--- config.mk ---
export PLATFORM = sky130hd
export DESIGN_NAME = alu_issue_arbiter_flat
export DESIGN_NICKNAME = d
export VERILOG_FILES = /design/src/rtl/alu_issue_arbiter_if.sv /design/src/rtl/alu_issue_arbiter.sv /design/src/flat_wrapper.sv
export SDC_FILE = /design/constraint.sdc
export NUM_CORES = 1
export LEC_CHECK = 0
export CAP_MARGIN = 40
export CELL_PAD_IN_SITES_DETAIL_PLACEMENT = 0
export CELL_PAD_IN_SITES_GLOBAL_PLACEMENT = 1
export CORE_MARGIN = 2
export CORE_UTILIZATION = 25
export DETAILED_ROUTE_END_ITERATION = 10
export PLACE_DENSITY = 0.85
export SLEW_MARGIN = 25
export SYNTH_ARGS = -nofsm -noshare
export SYNTH_HDL_FRONTEND = slang
export SYNTH_SLANG_ARGS = --single-unit
--- constraint.sdc ---
create_clock -name clk -period 3.8 [get_ports clk]
set_input_delay 0.57 -clock clk [delete_from_list [all_inputs] [get_ports clk]]
set_output_delay 0.57 -clock clk [all_outputs]
set_load 0.02 [all_outputs]
--- src/rtl/alu_issue_arbiter_if.sv ---
// Request/issue bundle between the reservation stations, the ALU issue arbiter
// and the ALU/CDB consumer.
interface alu_issue_arbiter_if #(
    parameter int NUM_REQ = 4,
    parameter int DATA_W  = 32,
    parameter int TAG_W   = 6
);
    localparam int ID_W = $clog2(NUM_REQ);

    // Handshakes: a transfer happens on a rising edge where valid && ready are both 1;
    // ready may depend on valid combinationally, valid never depends on ready.
    logic [NUM_REQ-1:0]        req_valid;
    logic [NUM_REQ-1:0]        req_ready;
    logic [4*NUM_REQ-1:0]      req_aluctrl;
    logic [DATA_W*NUM_REQ-1:0] req_src1;
    logic [DATA_W*NUM_REQ-1:0] req_src2;
    logic [TAG_W*NUM_REQ-1:0]  req_tag;

    logic                      iss_valid;
    logic                      iss_ready;
    logic [3:0]                iss_aluctrl;
    logic [DATA_W-1:0]         iss_src1;
    logic [DATA_W-1:0]         iss_src2;
    logic [TAG_W-1:0]          iss_tag;
    logic [ID_W-1:0]           iss_src_id;

    modport slave (
        input  req_valid, req_aluctrl, req_src1, req_src2, req_tag, iss_ready,
        output req_ready, iss_valid, iss_aluctrl, iss_src1, iss_src2, iss_tag, iss_src_id
    );

    modport master (
        output req_valid, req_aluctrl, req_src1, req_src2, req_tag, iss_ready,
        input  req_ready, iss_valid, iss_aluctrl, iss_src1, iss_src2, iss_tag, iss_src_id
    );
endinterface

--- src/rtl/alu_issue_arbiter.sv ---
// Round-robin arbiter sharing the integer ALU among reservation stations,
// feeding a one-entry issue register with valid/ready backpressure and flush.
module alu_issue_arbiter #(
    parameter int NUM_REQ = 4,
    parameter int DATA_W  = 32,
    parameter int TAG_W   = 6,
    localparam int ID_W   = $clog2(NUM_REQ)
) (
    input  logic                clk,
    input  logic                rst_n,
    input  logic                flush,
    alu_issue_arbiter_if.slave  bus,
    output logic [15:0]         conflict_cnt,
    output logic [ID_W-1:0]     dbg_rr_ptr
);

    logic [ID_W-1:0]    rr_ptr;
    logic [ID_W-1:0]    grant_id;
    logic               found;
    logic [ID_W:0]      idx;
    logic               stage_open;
    logic [NUM_REQ-1:0] grant;
    logic               xfer;

    assign stage_open = !bus.iss_valid || bus.iss_ready;
    assign dbg_rr_ptr = rr_ptr;

    // Scan from rr_ptr upward with an explicit wrap so non-power-of-two counts work.
    always_comb begin
        found    = 1'b0;
        grant_id = '0;
        idx      = '0;
        for (int k = 0; k < NUM_REQ; k++) begin
            idx = {1'b0, rr_ptr} + (ID_W+1)'(k);
            if (idx >= (ID_W+1)'(NUM_REQ)) begin
                idx = idx - (ID_W+1)'(NUM_REQ);
            end
            if (!found && bus.req_valid[idx[ID_W-1:0]]) begin
                found    = 1'b1;
                grant_id = idx[ID_W-1:0];
            end
        end
    end

    always_comb begin
        grant = '0;
        if (rst_n && found && stage_open && !flush) begin
            grant[grant_id] = 1'b1;
        end
    end

    assign bus.req_ready = grant;
    assign xfer          = |(bus.req_valid & grant);

    always_ff @(posedge clk or negedge rst_n) begin
        if (!rst_n) begin
            bus.iss_valid   <= 1'b0;
            bus.iss_aluctrl <= '0;
            bus.iss_src1    <= '0;
            bus.iss_src2    <= '0;
            bus.iss_tag     <= '0;
            bus.iss_src_id  <= '0;
            rr_ptr          <= '0;
        end else if (flush) begin
            bus.iss_valid <= 1'b0;
        end else if (xfer) begin
            bus.iss_valid   <= 1'b1;
            bus.iss_aluctrl <= bus.req_aluctrl[grant_id*4 +: 4];
            bus.iss_src1    <= bus.req_src1[grant_id*DATA_W +: DATA_W];
            bus.iss_src2    <= bus.req_src2[grant_id*DATA_W +: DATA_W];
            bus.iss_tag     <= bus.req_tag[grant_id*TAG_W +: TAG_W];
            bus.iss_src_id  <= grant_id;
            rr_ptr          <= (grant_id == ID_W'(NUM_REQ-1)) ? '0 : grant_id + 1'b1;
        end else if (bus.iss_ready) begin
            bus.iss_valid <= 1'b0;
        end
    end

    // Counts cycles where some valid requester went without a grant; sticks at max.
    always_ff @(posedge clk or negedge rst_n) begin
        if (!rst_n) begin
            conflict_cnt <= '0;
        end else if (!flush && |(bus.req_valid & ~grant) && conflict_cnt != 16'hFFFF) begin
            conflict_cnt <= conflict_cnt + 16'd1;
        end
    end

endmodule
--- src/flat_wrapper.sv ---
// flat-port wrapper written by rule: the top's interface ports become plain ports
module alu_issue_arbiter_flat 
#(
    parameter int NUM_REQ = 4,
    parameter int DATA_W  = 32,
    parameter int TAG_W   = 6,
    localparam int ID_W   = $clog2(NUM_REQ)
)
  (clk, rst_n, flush, conflict_cnt, dbg_rr_ptr, bus_req_valid, bus_req_aluctrl, bus_req_src1, bus_req_src2, bus_req_tag, bus_iss_ready, bus_req_ready, bus_iss_valid, bus_iss_aluctrl, bus_iss_src1, bus_iss_src2, bus_iss_tag, bus_iss_src_id);
  alu_issue_arbiter_if #(.NUM_REQ(NUM_REQ), .DATA_W(DATA_W), .TAG_W(TAG_W)) bus_i ();
  input  logic clk;
  input  logic rst_n;
  input  logic flush;
  output logic [15:0] conflict_cnt;
  output logic [ID_W-1:0] dbg_rr_ptr;
  input wire logic [$bits(bus_i.req_valid)-1:0] bus_req_valid;
  input wire logic [$bits(bus_i.req_aluctrl)-1:0] bus_req_aluctrl;
  input wire logic [$bits(bus_i.req_src1)-1:0] bus_req_src1;
  input wire logic [$bits(bus_i.req_src2)-1:0] bus_req_src2;
  input wire logic [$bits(bus_i.req_tag)-1:0] bus_req_tag;
  input wire logic [$bits(bus_i.iss_ready)-1:0] bus_iss_ready;
  output wire logic [$bits(bus_i.req_ready)-1:0] bus_req_ready;
  output wire logic [$bits(bus_i.iss_valid)-1:0] bus_iss_valid;
  output wire logic [$bits(bus_i.iss_aluctrl)-1:0] bus_iss_aluctrl;
  output wire logic [$bits(bus_i.iss_src1)-1:0] bus_iss_src1;
  output wire logic [$bits(bus_i.iss_src2)-1:0] bus_iss_src2;
  output wire logic [$bits(bus_i.iss_tag)-1:0] bus_iss_tag;
  output wire logic [$bits(bus_i.iss_src_id)-1:0] bus_iss_src_id;
  assign bus_i.req_valid = bus_req_valid;
  assign bus_i.req_aluctrl = bus_req_aluctrl;
  assign bus_i.req_src1 = bus_req_src1;
  assign bus_i.req_src2 = bus_req_src2;
  assign bus_i.req_tag = bus_req_tag;
  assign bus_i.iss_ready = bus_iss_ready;
  assign bus_req_ready = bus_i.req_ready;
  assign bus_iss_valid = bus_i.iss_valid;
  assign bus_iss_aluctrl = bus_i.iss_aluctrl;
  assign bus_iss_src1 = bus_i.iss_src1;
  assign bus_iss_src2 = bus_i.iss_src2;
  assign bus_iss_tag = bus_i.iss_tag;
  assign bus_iss_src_id = bus_i.iss_src_id;
  alu_issue_arbiter #(.NUM_REQ(NUM_REQ), .DATA_W(DATA_W), .TAG_W(TAG_W)) u_core (.clk(clk), .rst_n(rst_n), .flush(flush), .bus(bus_i), .conflict_cnt(conflict_cnt), .dbg_rr_ptr(dbg_rr_ptr));
endmodule
### Word level (Yosys, flattened, before mapping)

Cells that the tools add are included.

* memory bits (writable): 0
* input port bits: 304
* memories kept: 0
* register bits after elaboration: 95
* output and inout bits: 99
* latch bits: 0
* ROM bits: 0
* word-level logic and storage cells: 84

* reduce and logical (&&, ||, !) cells: 19
* add/subtract/negate cells: 9
* div/mod/pow operators: 0
* muxes and demuxes: 27
* shift operators: 4
* $lt $le $gt $ge: 10
* $mul: 1
* eq/ne operators: 2
* bitwise logic cells: 4

Operators with widths (number)
* $shiftx A128 B8 Y32: 2
* $shiftx A24 B6 Y6: 1
* $mux W2: 9
* $add A16 B1 Y16 const B: 1
* $ne A16 B16 Y1 const B: 1
* $shiftx A16 B5 Y4: 1
* $lt A2 B3 Y1 const B: 5
* $mux W1: 12
* $ge A3 B3 Y1 const B: 3
* $logic_and A1 B1 Y1: 9
* $and A4 B4 Y4: 2
* $bmux W1 S2: 4
* $reduce_or A4 Y1: 2
* $sub A2 B1 Y2 const B: 4
* $add A2 B2 Y3 const B: 2
* $logic_not A1 Y1: 5
* $mul A2 B2 Y4 const B: 1
* $mux W4: 1
* $not A4 Y4: 1
* $add A2 B1 Y3 const B: 1
* $ge A2 B3 Y1 const B: 1
* $reduce_bool A3 Y1: 1
* $add A2 B1 Y2 const B: 1
* $demux W1 S2: 1
* 5 further kinds: 5

### Longest topological paths before layout

Gate-level depths: netlist (run 1).

* depth in word-level cells: 24
* gate-level depth with buffers: 17
* gate-level depth less buffers: 12

### Worst setup path before layout (run 1)

OpenSTA, ideal clock, no wires.

* path kind: input-to-reg
* start point: in bus_req_valid[0]
* end point: reg u_core.conflict_cnt[15]
* setup time: 129 ps
* data required time: 3671 ps
* buffers on the path: 3
* stages: 13
* setup slack: 966 ps
* arrival time: 2704 ps
* cells stage by stage: a21oi_1 > o21ai_0 > a21oi_1 > buf_2 > buf_2 > buf_2 > inv_1 > ha_1 > o22ai_1 > o31ai_4 > nor3_2 > nand4_1 > xnor2_1

* cells in the longest elaborated chain, start to end: 22
* elaborated cells between the ends (all ways): 36
* those cells by class: order compare: 2; mux: 19; bitwise: 2; reduce/logical: 13

Ends and longest elaborated chain
* from (decl): line flat_wrapper.sv:16 `input wire logic [$bits(bus_i.req_valid)-1:0] bus_req_valid;`
* $bmux W1 S2: line alu_issue_arbiter.sv:38 `if (!found && bus.req_valid[idx[ID_W-1:0]]) begin`
* $mux W1 (not written as such): line alu_issue_arbiter.sv:38
* $mux W1: line alu_issue_arbiter.sv:38
* $logic_not A1 Y1: line alu_issue_arbiter.sv:38
* $logic_and A1 B1 Y1: line alu_issue_arbiter.sv:38
* $mux W1: line alu_issue_arbiter.sv:38
* $logic_not A1 Y1: line alu_issue_arbiter.sv:38
* $logic_and A1 B1 Y1: line alu_issue_arbiter.sv:38
* [4 not listed]
* net u_core.grant_id[1]: line alu_issue_arbiter.sv:18 `logic [ID_W-1:0] grant_id;`
* [1 not listed]
* $logic_and A1 B1 Y1 (not written as such): line alu_issue_arbiter.sv:48 `grant[grant_id] = 1'b1;`
* $mux W1 (not written as such): line alu_issue_arbiter.sv:48
* $demux W1 S2 (*)
* $mux W4 (*): line alu_issue_arbiter.sv:47 `if (rst_n && found && stage_open && !flush) begin`
* $not A4 Y4 (*): line alu_issue_arbiter.sv:83 `end else if (!flush && |(bus.req_valid & ~grant) && conflict_cnt != 16'hFFFF) begin`
* $and A4 B4 Y4 (*): line alu_issue_arbiter.sv:83
* $reduce_or A4 Y1 (*): line alu_issue_arbiter.sv:83
* $logic_and A1 B1 Y1 (*) (2 in a row): line alu_issue_arbiter.sv:83
* to (signal assigned): line alu_issue_arbiter.sv:84 `conflict_cnt <= conflict_cnt + 16'd1;`
* to (decl): line alu_issue_arbiter.sv:13 `output logic [15:0] conflict_cnt,`

Mark *: on every way through the listed nets, which the timed path passes. The rest lies on a longest branch. The select of a mux whose other input is x is not followed.
A chain may end at the register's enable or synchronous reset.

### Worst setup path in the final report (run 1)

* start point: in bus_req_valid[3]
* end point: out bus_req_ready[0]

* cells in the longest elaborated chain, start to end: 17
* elaborated cells between the ends (all ways): 31
* those cells by class: order compare: 2; mux: 19; reduce/logical: 10

Ends and longest elaborated chain
* $bmux W1 S2: line alu_issue_arbiter.sv:38
* $mux W1 (not written as such): line alu_issue_arbiter.sv:38
* $mux W1: line alu_issue_arbiter.sv:38
* $logic_not A1 Y1: line alu_issue_arbiter.sv:38
* $logic_and A1 B1 Y1: line alu_issue_arbiter.sv:38
* $mux W1: line alu_issue_arbiter.sv:38
* $logic_not A1 Y1: line alu_issue_arbiter.sv:38
* $logic_and A1 B1 Y1: line alu_issue_arbiter.sv:38
* [2 not listed]
* $logic_and A1 B1 Y1: line alu_issue_arbiter.sv:38
* $mux W2 (*): line alu_issue_arbiter.sv:38
* net u_core.grant_id[0]: line alu_issue_arbiter.sv:18
* $lt A2 B3 Y1 (not written as such) or $ge A2 B1 Y1 (tied branches): line alu_issue_arbiter.sv:48
* $logic_and A1 B1 Y1 (not written as such): line alu_issue_arbiter.sv:48
* $mux W1 (not written as such): line alu_issue_arbiter.sv:48
* $demux W1 S2 (*)
* $mux W4 (*): line alu_issue_arbiter.sv:47
* to (decl): line flat_wrapper.sv:22 `output wire logic [$bits(bus_i.req_ready)-1:0] bus_req_ready;`

Marks and branches as above.

==> metrics.txt, run 1 <==
status=completed; crit share post-route=89.1%; Num CTS Buffers=9; Slew @ Worst Pin=0.701 ns; Synth cell types=37; combinational power share=54.1%; CTS sink cnt=95; Core ar.=0.0226 mm^2; worst vdd ir=0.000275 V; post_cts resized=0; total routed wirelength=21.9 mm; layout cells sized above 1=5.25%; Initial Util=25.4%; CTS Hold Bufs=0; cell internal pwr=3.66 mW; antenna cell count=0; die width=155 um; Main synth FF type=dfrtp_1; final-report setup violation count=0; # fillers=2204; Clock Path Buffers=2; Post-Syn Nets=837; RSZ-0062 raised after global routing=no; htree depth=3; register area share after synthesis=41.5%; number of post-CTS setup repair buffers=0; Synth Register Bits=95; Avg Inst Size Synth=10.8 um^2; final RePlAce weighted congestion=0.801; Setup TNS=0 ns; vias in the first global route=5748; drt pass-1 iters=4; DR vias/cell=4.79; Post-synth EDFFs=0; net switching power=2.31 mW; setup ws final=0.416 ns; critical path class=in -> out; num ports=403; fin util=45.9%; GRT Total Usage=17.5%; Clock Latency Late Sink=0.35 ns; CTS tree=built; IO buf count=402; final max-slew violation count=0; Vias=5752; Overflow after GRT=0; worst rel slew slack=53.3%; minimum clock period=3.38 ns; peak fanout along the critical path=4; highest achievable clock rate=296 MHz; CP Capture Type=primary output; DR iter-0 viols=262; # nets final=1219; Final Hold Slack=0.333 ns; power density over the cells=576 mW/mm^2; Clock transition at path regs=0.08 ns; die area=0.0241 mm^2; Hold Path Class=in -> async; most frequent cells in the layout=401 x clkdlybuf4s50_1, 149 x mux2i_1, 95 x dfrtp_1, 85 x nand2_1, 64 x o221ai_1; data required time of the critical path=3.23 ns; Net Sw Frac=38.6%; dpl cells=1184; cells after synthesis=528; initial antenna violation count=0; first-pass GRT wire length=32.9 mm; Site Rows=55; Layout Cells excl Fill=1200; Avg WL per Cell=18.2 um; Clock Power Share=17.4%; Post-Place Setup Slack=0.362 ns; synthesis-to-finish area growth=81.0%; sequential cell fraction of total power=28.5%; DRC violations left=0; startpoint types=primary input; Final Hold Vio Count=0; Synth Cell Area=0.00573 mm^2; Clock Skew=0.0128 ns; post-DP HPWL=16.6 mm; Post-synth ARST share=100%; Leakage Power=4.38 nW; Antenna Nets Post-Route=0; warning count from the yosys run=0; CTS root buf=clkbuf_16; max_cap viols=0; largest net degree at the start of global routing=81; CP arrival=2.81 ns; height of the chip=155 um; most common cell after layout, fill and taps aside=clkdlybuf4s50_1
[metrics by stage]
step,instance area (um^2),power (mW)
after floorplan,5730,3.45
after global placement,10000,4.95
after detailed placement,10000,4.99
after CTS,10400,6.05
after global routing,10400,6.34
final,10400,5.97
[cells in the mapped netlist (all sizes together) (2+ instances only)]
cell,number,area [um^2]
mux2i,149,1490
dfrtp,95,2380
nand2,88,340
o221ai,74,711
buf,33,210
xnor2,11,96.3
inv,9,33.8
clkbuf,8,30.0
nand4,7,43.8
nand3,6,30.0
nor2,6,25.0
and3,5,36.3
ha,5,62.6
a21oi,4,20.0
and2,4,25.0
xor2,4,35.0
o21ai,3,15.0
a21boi,2,15.0
a22oi,2,15.0
nand2b,2,12.5
nor3,2,20.0
o22ai,2,12.5
[power groups by stage]
stage	registers (mW)	clock network, mW	logic [mW]
after floorplan	2.19	0	1.26
after global placement	1.71	0	3.24
after detailed placement	1.71	0	3.28
after CTS	1.70	1.07	3.28
after global routing	1.76	1.11	3.47
final	1.70	1.04	3.23
[cell type report]
cell class                      count  area (um^2)  area share [%]
Timing Repair Buffer              412         4170            40.2
Multi-Input combinational cell    383         3090            29.8
Sequential cell                    95         2380            22.9
Tap cell                          285          357            3.44
Clock buffer                        9          225            2.17
Clock inverter                      7          109            1.05
Inverter                            9         33.8           0.326
[sequential cells by signal, indices dropped and copies added, names as in the netlist]
signal,flops
u_core.bus.iss_src_id,2
u_core.bus.iss_valid,1
u_core.dbg_rr_ptr,2
u_core.bus.iss_tag,6
u_core.bus.iss_aluctrl,4
u_core.bus.iss_src1,32
u_core.conflict_cnt,16
u_core.bus.iss_src2,32
[worst max-delay path, stage by stage]
cell             delay, ns
clkdlybuf4s50_1       0.53
inv_1                 0.11
and3_1                0.20
nor3_2                0.36
inv_2                 0.11
ha_1                  0.25
and2_1                0.15
clkdlybuf4s50_1       0.53
[cells by family after synthesis]
kind of cell,synth area share [%]
mux,26.2
simple gates,9.94
compound gates,14.1
xor+xnor,2.29
fa+ha+maj,1.09
buf+inv,4.78
flops,41.5
[worst paths after layout]
check                           cells after the start                            startpoint                                   end  slack, ns
worst max-delay path                                8                      bus_req_valid[3]                      bus_req_ready[0]       0.42
worst min-delay path                                2                                 rst_n   u_core.bus.iss_src2[22]$_DFFE_PN0P_       0.33
worst max register to register                     12      u_core.dbg_rr_ptr[1]$_DFFE_PN0P_   u_core.bus.iss_src1[18]$_DFFE_PN0P_       1.01
worst min register to register                      2  u_core.bus.iss_src_id[0]$_DFFE_PN0P_  u_core.bus.iss_src_id[0]$_DFFE_PN0P_       0.48
max in group asynchronous                           3                                 rst_n   u_core.bus.iss_src1[22]$_DFFE_PN0P_       2.33
min in group clk                                    2  u_core.bus.iss_src_id[0]$_DFFE_PN0P_  u_core.bus.iss_src_id[0]$_DFFE_PN0P_       0.48
[routing by layer]
layer  share of wire, %  vias to the layer above  track usage [%]
met5                  0                        -                0
met1                 41                     2715             21.0
met3                8.3                       21             4.79
li1                   -                     2753                -
met4                1.7                        0             5.42
met2                 49                      263             30.3
(Power assumes the default switching activity.)
==> inputs of run 2 (changes only) <==
Settings changed: CORE_AREA set to 2 2 155 157, CORE_MARGIN 2 to unset, CORE_UTILIZATION 25 to unset, DIE_AREA set to 0 0 157 159, DONT_BUFFER_PORTS set to 1, PLACE_DENSITY 0.85 to 0.53.
==> metrics.txt, run 2 (synthesized netlist as in run 1, its figures left out) <==
Slowest Stage Delay on Critical Path=0.59 ns (+0.06 ns); crit share post-route=84.0% (-5.0 points); largest net degree at the start of global routing=149 (+84%); worst rel slew slack=33.9% (-19 points); initial antenna violation count=1 (+1); post_cts resized=0 (unchanged); RSZ-0062 raised after global routing=no; num ports=403 (unchanged); CP arrival=3.40 ns (+0.59 ns); Antenna Nets Post-Route=0 (unchanged); post-DP HPWL=12.2 mm (-27%); htree depth=3 (unchanged); Setup TNS=0 ns (unchanged); highest achievable clock rate=313 MHz (+6.0%); Num CTS Buffers=9 (unchanged); CTS sink cnt=95 (unchanged); startpoint types=register; combinational power share=31.3% (-23 points); Final Hold Vio Count=0 (unchanged); cell internal pwr=2.58 mW (-30%); Initial Util=24.7% (-0.68 points); Clock Latency Late Sink=0.35 ns (about the same); DRC violations left=0 (unchanged); final max-slew violation count=0 (unchanged); status=completed; Avg WL per Cell=19.8 um (+8.7%); CTS tree=built; first-pass GRT wire length=24.8 mm (-24%); most frequent cells in the layout=149 x mux2i_1, 95 x dfrtp_1, 85 x nand2_1, 64 x o221ai_1, 11 x xnor2_1; most common cell after layout, fill and taps aside=mux2i_1; peak fanout along the critical path=40 (+36); Clock Skew=0.0116 ns (-0.00115 ns); # fillers=2389 (+8.4%); # nets final=814 (-33%); minimum clock period=3.19 ns (-0.191 ns); CP Capture Type=register; power density over the cells=749 mW/mm^2 (+30%); Net Sw Frac=45.4% (+6.7 points); critical path class=reg -> reg; Final Hold Slack=0.0595 ns (-0.273 ns); die width=157 um (+1.1%); Slew @ Worst Pin=0.992 ns (+0.291 ns); drt pass-1 iters=4 (unchanged); antenna cell count=0 (unchanged); slowest cell on the critical path=dfrtp_1; final RePlAce weighted congestion=0.785 (-2.0%); Clock Power Share=19.5% (+2.1 points); Core ar.=0.0232 mm^2 (+2.7%); Overflow after GRT=0 (unchanged); sequential cell fraction of total power=49.2% (+21 points); CTS root buf=clkbuf_16; Clock Path Buffers=2 (unchanged); IO buf count=0 (-100%); GRT Total Usage=12.7% (-4.7 points); max_cap viols=0 (unchanged); layout cells sized above 1=8.63% (+3.4 points); vias in the first global route=4448 (-23%); DR iter-0 viols=174 (-34%); Hold Path Class=in -> async; DR vias/cell=5.12 (+6.8%); worst vdd ir=0.000401 V (+46%); net switching power=2.14 mW (-7.1%); total routed wirelength=16.4 mm (-25%); crit path cell chain=mux2i_1, nor2_1, nor3_2, inv_2, ha_1, a22oi_1, nand2_1, nand2_4, inv_2, nand2_4, buf_12, o221ai_1; synthesis-to-finish area growth=10.2%; final-report setup violation count=0 (unchanged); Leakage Power=2.79 nW (-36%); data required time of the critical path=4.01 ns (+0.78 ns); die area=0.0250 mm^2 (+3.4%); Clock transition at path regs=0.08 ns (about the same); height of the chip=159 um (+2.3%); Site Rows=56 (+1.8%); Largest regs=u_core.bus.iss_src1 x32, u_core.bus.iss_src2 x32, u_core.conflict_cnt x16; Vias=4243 (-26%)
-- run 2: per-stage QoR --
step           cell area (um^2)  cells  power [mW]  setup slack [ns]  util, %
3_5_place_dp               5970    811        3.82             0.645     25.7
4_1_cts                    6290    828        4.79             0.627     27.1
5_1_grt                    6310    829        5.05             0.331     27.2
2_1_floorplan              5730    528        3.45             0.966        -
3_3_place_gp               5970    811        3.77             0.852     25.7
6_report                   6310    829        4.73             0.607     27.2
-- run 2: what timing repair did --
item | in CTS | in global routing
buffers inserted | 0 | 0
hold buffers | 1 | 0
endpoints found under the hold margin | 95 | 0
-- run 2: path summary, 6_finish.rpt --
check	startpoint	endpoint	slack [ns]	depth (start not counted)
min in group clk	flush	u_core.bus.iss_valid$_DFFE_PN0P_	0.33	1
hold reg to reg	u_core.bus.iss_src1[20]$_DFFE_PN0P_	u_core.bus.iss_src1[20]$_DFFE_PN0P_	0.64	2
hold / removal	rst_n	u_core.conflict_cnt[2]$_DFFE_PN0P_	0.06	1
setup / recovery	u_core.dbg_rr_ptr[1]$_DFFE_PN0P_	u_core.bus.iss_src1[2]$_DFFE_PN0P_	0.61	12
max in group asynchronous	rst_n	u_core.bus.iss_tag[4]$_DFFE_PN0P_	3.19	1
setup reg to reg	u_core.dbg_rr_ptr[1]$_DFFE_PN0P_	u_core.bus.iss_src1[2]$_DFFE_PN0P_	0.61	12
-- run 2: power by group through the flow --
stage	Sequential (mW)	Combinational [mW]	Clock (mW)
floorplan	2.19	1.26	0
global placement	2.36	1.40	0
detailed placement	2.35	1.46	0
CTS	2.34	1.49	0.963
global route	2.38	1.66	1.01
finish	2.33	1.48	0.923
-- run 2: area by class of cell --
cell class              instances  area [um^2]  share of cell area (%)
repair buffers                  7          110                    1.74
well taps                     319          399                    6.32
multi-input cells             383         3090                    49.0
clock buffers                   9          225                    3.57
inverters                       9         33.8                   0.535
clock inverters                 7         71.3                    1.13
flip-flops and latches         95         2380                    37.7
-- run 2: critical path, delay by kind of cell, from the launching register on --
| family | cells | cell delay [ns] |
|---|---|---|
| muxes | 1 | 0.25 |
| DFF | 1 | 0.59 |
| AOI/OAI and AO/OA | 2 | 0.36 |
| and+or+nand+nor | 5 | 1.06 |
| adders and majority gates | 1 | 0.26 |
| buffers and inverters | 3 | 0.43 |
-- run 2: per-layer routing --
| layer | up-vias | track usage [%] | wire length [um] |
|---|---|---|---|
| li1 | 1941 | - | - |
| met1 | 2050 | 14.0 | 6210 |
| met2 | 232 | 23.3 | 8690 |
| met3 | 20 | 3.05 | 1150 |
| met4 | 0 | 4.88 | 361 |
| met5 | - | 0 | 0 |
==> inputs of run 3 (changes only) <==
Clock period 3.8 ns to 3.2 ns, I/O delays scaled along.
==> metrics.txt, run 3 (synthesized netlist as in run 1, its figures left out) <==
Avg WL per Cell=20.0 um (+1.0%); minimum clock period=2.79 ns (-0.401 ns); Clock Path Buffers=2 (unchanged); # fillers=2417 (+1.2%); drt pass-1 iters=4 (unchanged); # nets final=816 (+0.25%); Core ar.=0.0232 mm^2 (unchanged); largest net degree at the start of global routing=149 (unchanged); slowest cell on the critical path=dfrtp_1; synthesis-to-finish area growth=10.5%; Leakage Power=2.79 nW (+0.16%); CP most frequent cell=nand2_4; Slew @ Worst Pin=0.983 ns (-0.00927 ns); first-pass GRT wire length=24.8 mm (about the same); M2 GR Usage=23.5% (+0.24 points); die area=0.0250 mm^2 (unchanged); htree depth=3 (unchanged); CTS root buf=clkbuf_16; Vias=4262 (+0.45%); RR Startpoint=u_core.dbg_rr_ptr[1]$_DFFE_PN0P_; critical path class=reg -> reg; most common cell after layout, fill and taps aside=mux2i_1; placed cell area=0.00601 mm^2 (+0.80%); fin util=27.3% (+0.076 points); crit path cell chain=a21oi_1, o21ai_0, a21oi_4, inv_1, ha_1, a22oi_1, nand2_1, nand2_4, inv_2, nand2_4, buf_4, o221ai_1; CP arrival=2.99 ns (-0.41 ns); peak fanout along the critical path=39 (-2.5%); DRC violations left=0 (unchanged); worst vdd ir=0.000423 V (+5.4%); Clock Skew=0.00952 ns (-0.00209 ns); r2r worst-path depth=12 (unchanged); Largest regs=u_core.bus.iss_src1 x32, u_core.bus.iss_src2 x32, u_core.conflict_cnt x16; startpoint types=register; RSZ-0062 raised after global routing=no; Site Rows=56 (unchanged); gr busiest metal=met2; Initial Util=24.7% (unchanged); Final Hold Vio Count=0 (unchanged); GRT Total Usage=12.8% (+0.10 points); Hold Path Class=in -> async; data required time of the critical path=3.40 ns (-0.61 ns); status=completed; highest achievable clock rate=358 MHz (+14%); power density over the cells=887 mW/mm^2 (+18%); Reg-to-Reg End=u_core.bus.iss_src2[9]$_DFFE_PN0P_; IO buf count=0 (unchanged); DR vias/cell=5.13 (+0.21%); R2R setup slack=0.41 ns (-0.20 ns); Clock Latency Late Sink=0.35 ns (about the same); DR iter-0 viols=216 (+24%); height of the chip=159 um (unchanged); Final Cell Area=0.00633 mm^2 (+0.28%); final RePlAce weighted congestion=0.769 (-2.0%); Antenna Nets Post-Route=0 (unchanged); Power, Total=5.62 mW (+19%); worst rel slew slack=34.5% (+0.62 points); Clock transition at path regs=0.08 ns (about the same); Slowest Stage Delay on Critical Path=0.54 ns (-0.05 ns); most frequent cells in the layout=149 x mux2i_1, 95 x dfrtp_1, 85 x nand2_1, 64 x o221ai_1, 11 x xnor2_1; max_cap viols=0 (unchanged); dpl cells=814 (+0.37%); die width=157 um (unchanged); Layout Cells excl Fill=831 (+0.24%); num ports=403 (unchanged); post_cts resized=0 (unchanged); final-report setup violation count=0 (unchanged); post-DP HPWL=12.2 mm (-0.14%); CP Capture Type=register; Setup TNS=0 ns (unchanged); Worst Setup SP=u_core.dbg_rr_ptr[1]$_DFFE_PN0P_; CTS tree=built; Num CTS Buffers=9 (unchanged); initial antenna violation count=0 (-1); total routed wirelength=16.6 mm (+1.2%); met3 Track Usage GR=3.08% (+0.027 points); layout cells sized above 1=8.98% (+0.36 points); met1 usage=14.2% (+0.19 points); antenna cell count=0 (unchanged); CTS sink cnt=95 (unchanged); crit share post-route=87.2% (+3.2 points); final max-slew violation count=0 (unchanged); vias in the first global route=4305 (-3.2%); Overflow after GRT=0 (unchanged)
run 3: cell count changes in the layout (fill, tap and decap cells not counted):
cell,delta
inv_6,-1
buf_4,+1
clkinvlp_4,+2
clkinv_8,-1
buf_12,+1
run 3: metrics by stage:
stage          hold slack, ns  worst slack [ns]
2_1_floorplan           0.184             0.385
3_3_place_gp            0.187             0.537
3_5_place_dp            0.186             0.404
4_1_cts                0.0626             0.383
5_1_grt                0.0714             0.224
6_report               0.0556             0.409
run 3: how the worst max path moves through the flow:
stage	endpoint	slack (ns)
2_1_floorplan	u_core.conflict_cnt[15]$_DFFE_PN0P_	0.38
3_5_place_dp	u_core.bus.iss_src1[20]$_DFFE_PN0P_	0.40
5_1_grt	u_core.bus.iss_src1[26]$_DFFE_PN0P_	0.22
4_1_cts	u_core.bus.iss_src1[20]$_DFFE_PN0P_	0.38
3_3_place_gp	u_core.conflict_cnt[15]$_DFFE_PN0P_	0.54
6_report	u_core.bus.iss_src2[9]$_DFFE_PN0P_	0.41
run 3: layer usage:
layer  vias to the layer above  share of wire, %
li1                       1948                 -
met1                      2042                37
met2                       247                54
met3                        25               7.2
met4                         0               2.0
met5                         -                 0
run 3: layout make-up:
class	instances	area, um^2	area share [%]
Clock buffer	9	225	3.56
Clock inverter	7	61.3	0.969
Inverter	9	33.8	0.534
Multi-Input combinational cell	383	3090	48.9
Sequential cell	95	2380	37.6
Tap cell	319	399	6.31
Timing Repair Buffer	9	138	2.17
run 3: what timing repair did:
| action | 4_1_cts | 5_1_grt |
|---|---|---|
| setup buffers | 0 | 0 |
| hold endpoints to repair | 95 | 0 |
| hold buffers | 1 | 0 |
run 3: where the power goes:
group / switching (mW) / total (mW) / internal, mW
Combinational: 0.947 / 1.79 / 0.841
Clock: 0.536 / 1.08 / 0.544
Sequential: 1.06 / 2.75 / 1.69
run 3: critical path: cells and delay by family, from the launching register on:
kind                       cells  cell delay [ns]
buffers and inverters          3             0.54
and+or+nand+nor                3             0.29
adders and majority gates      1             0.22
DFF                            1             0.54
AOI/OAI and AO/OA              5             1.01
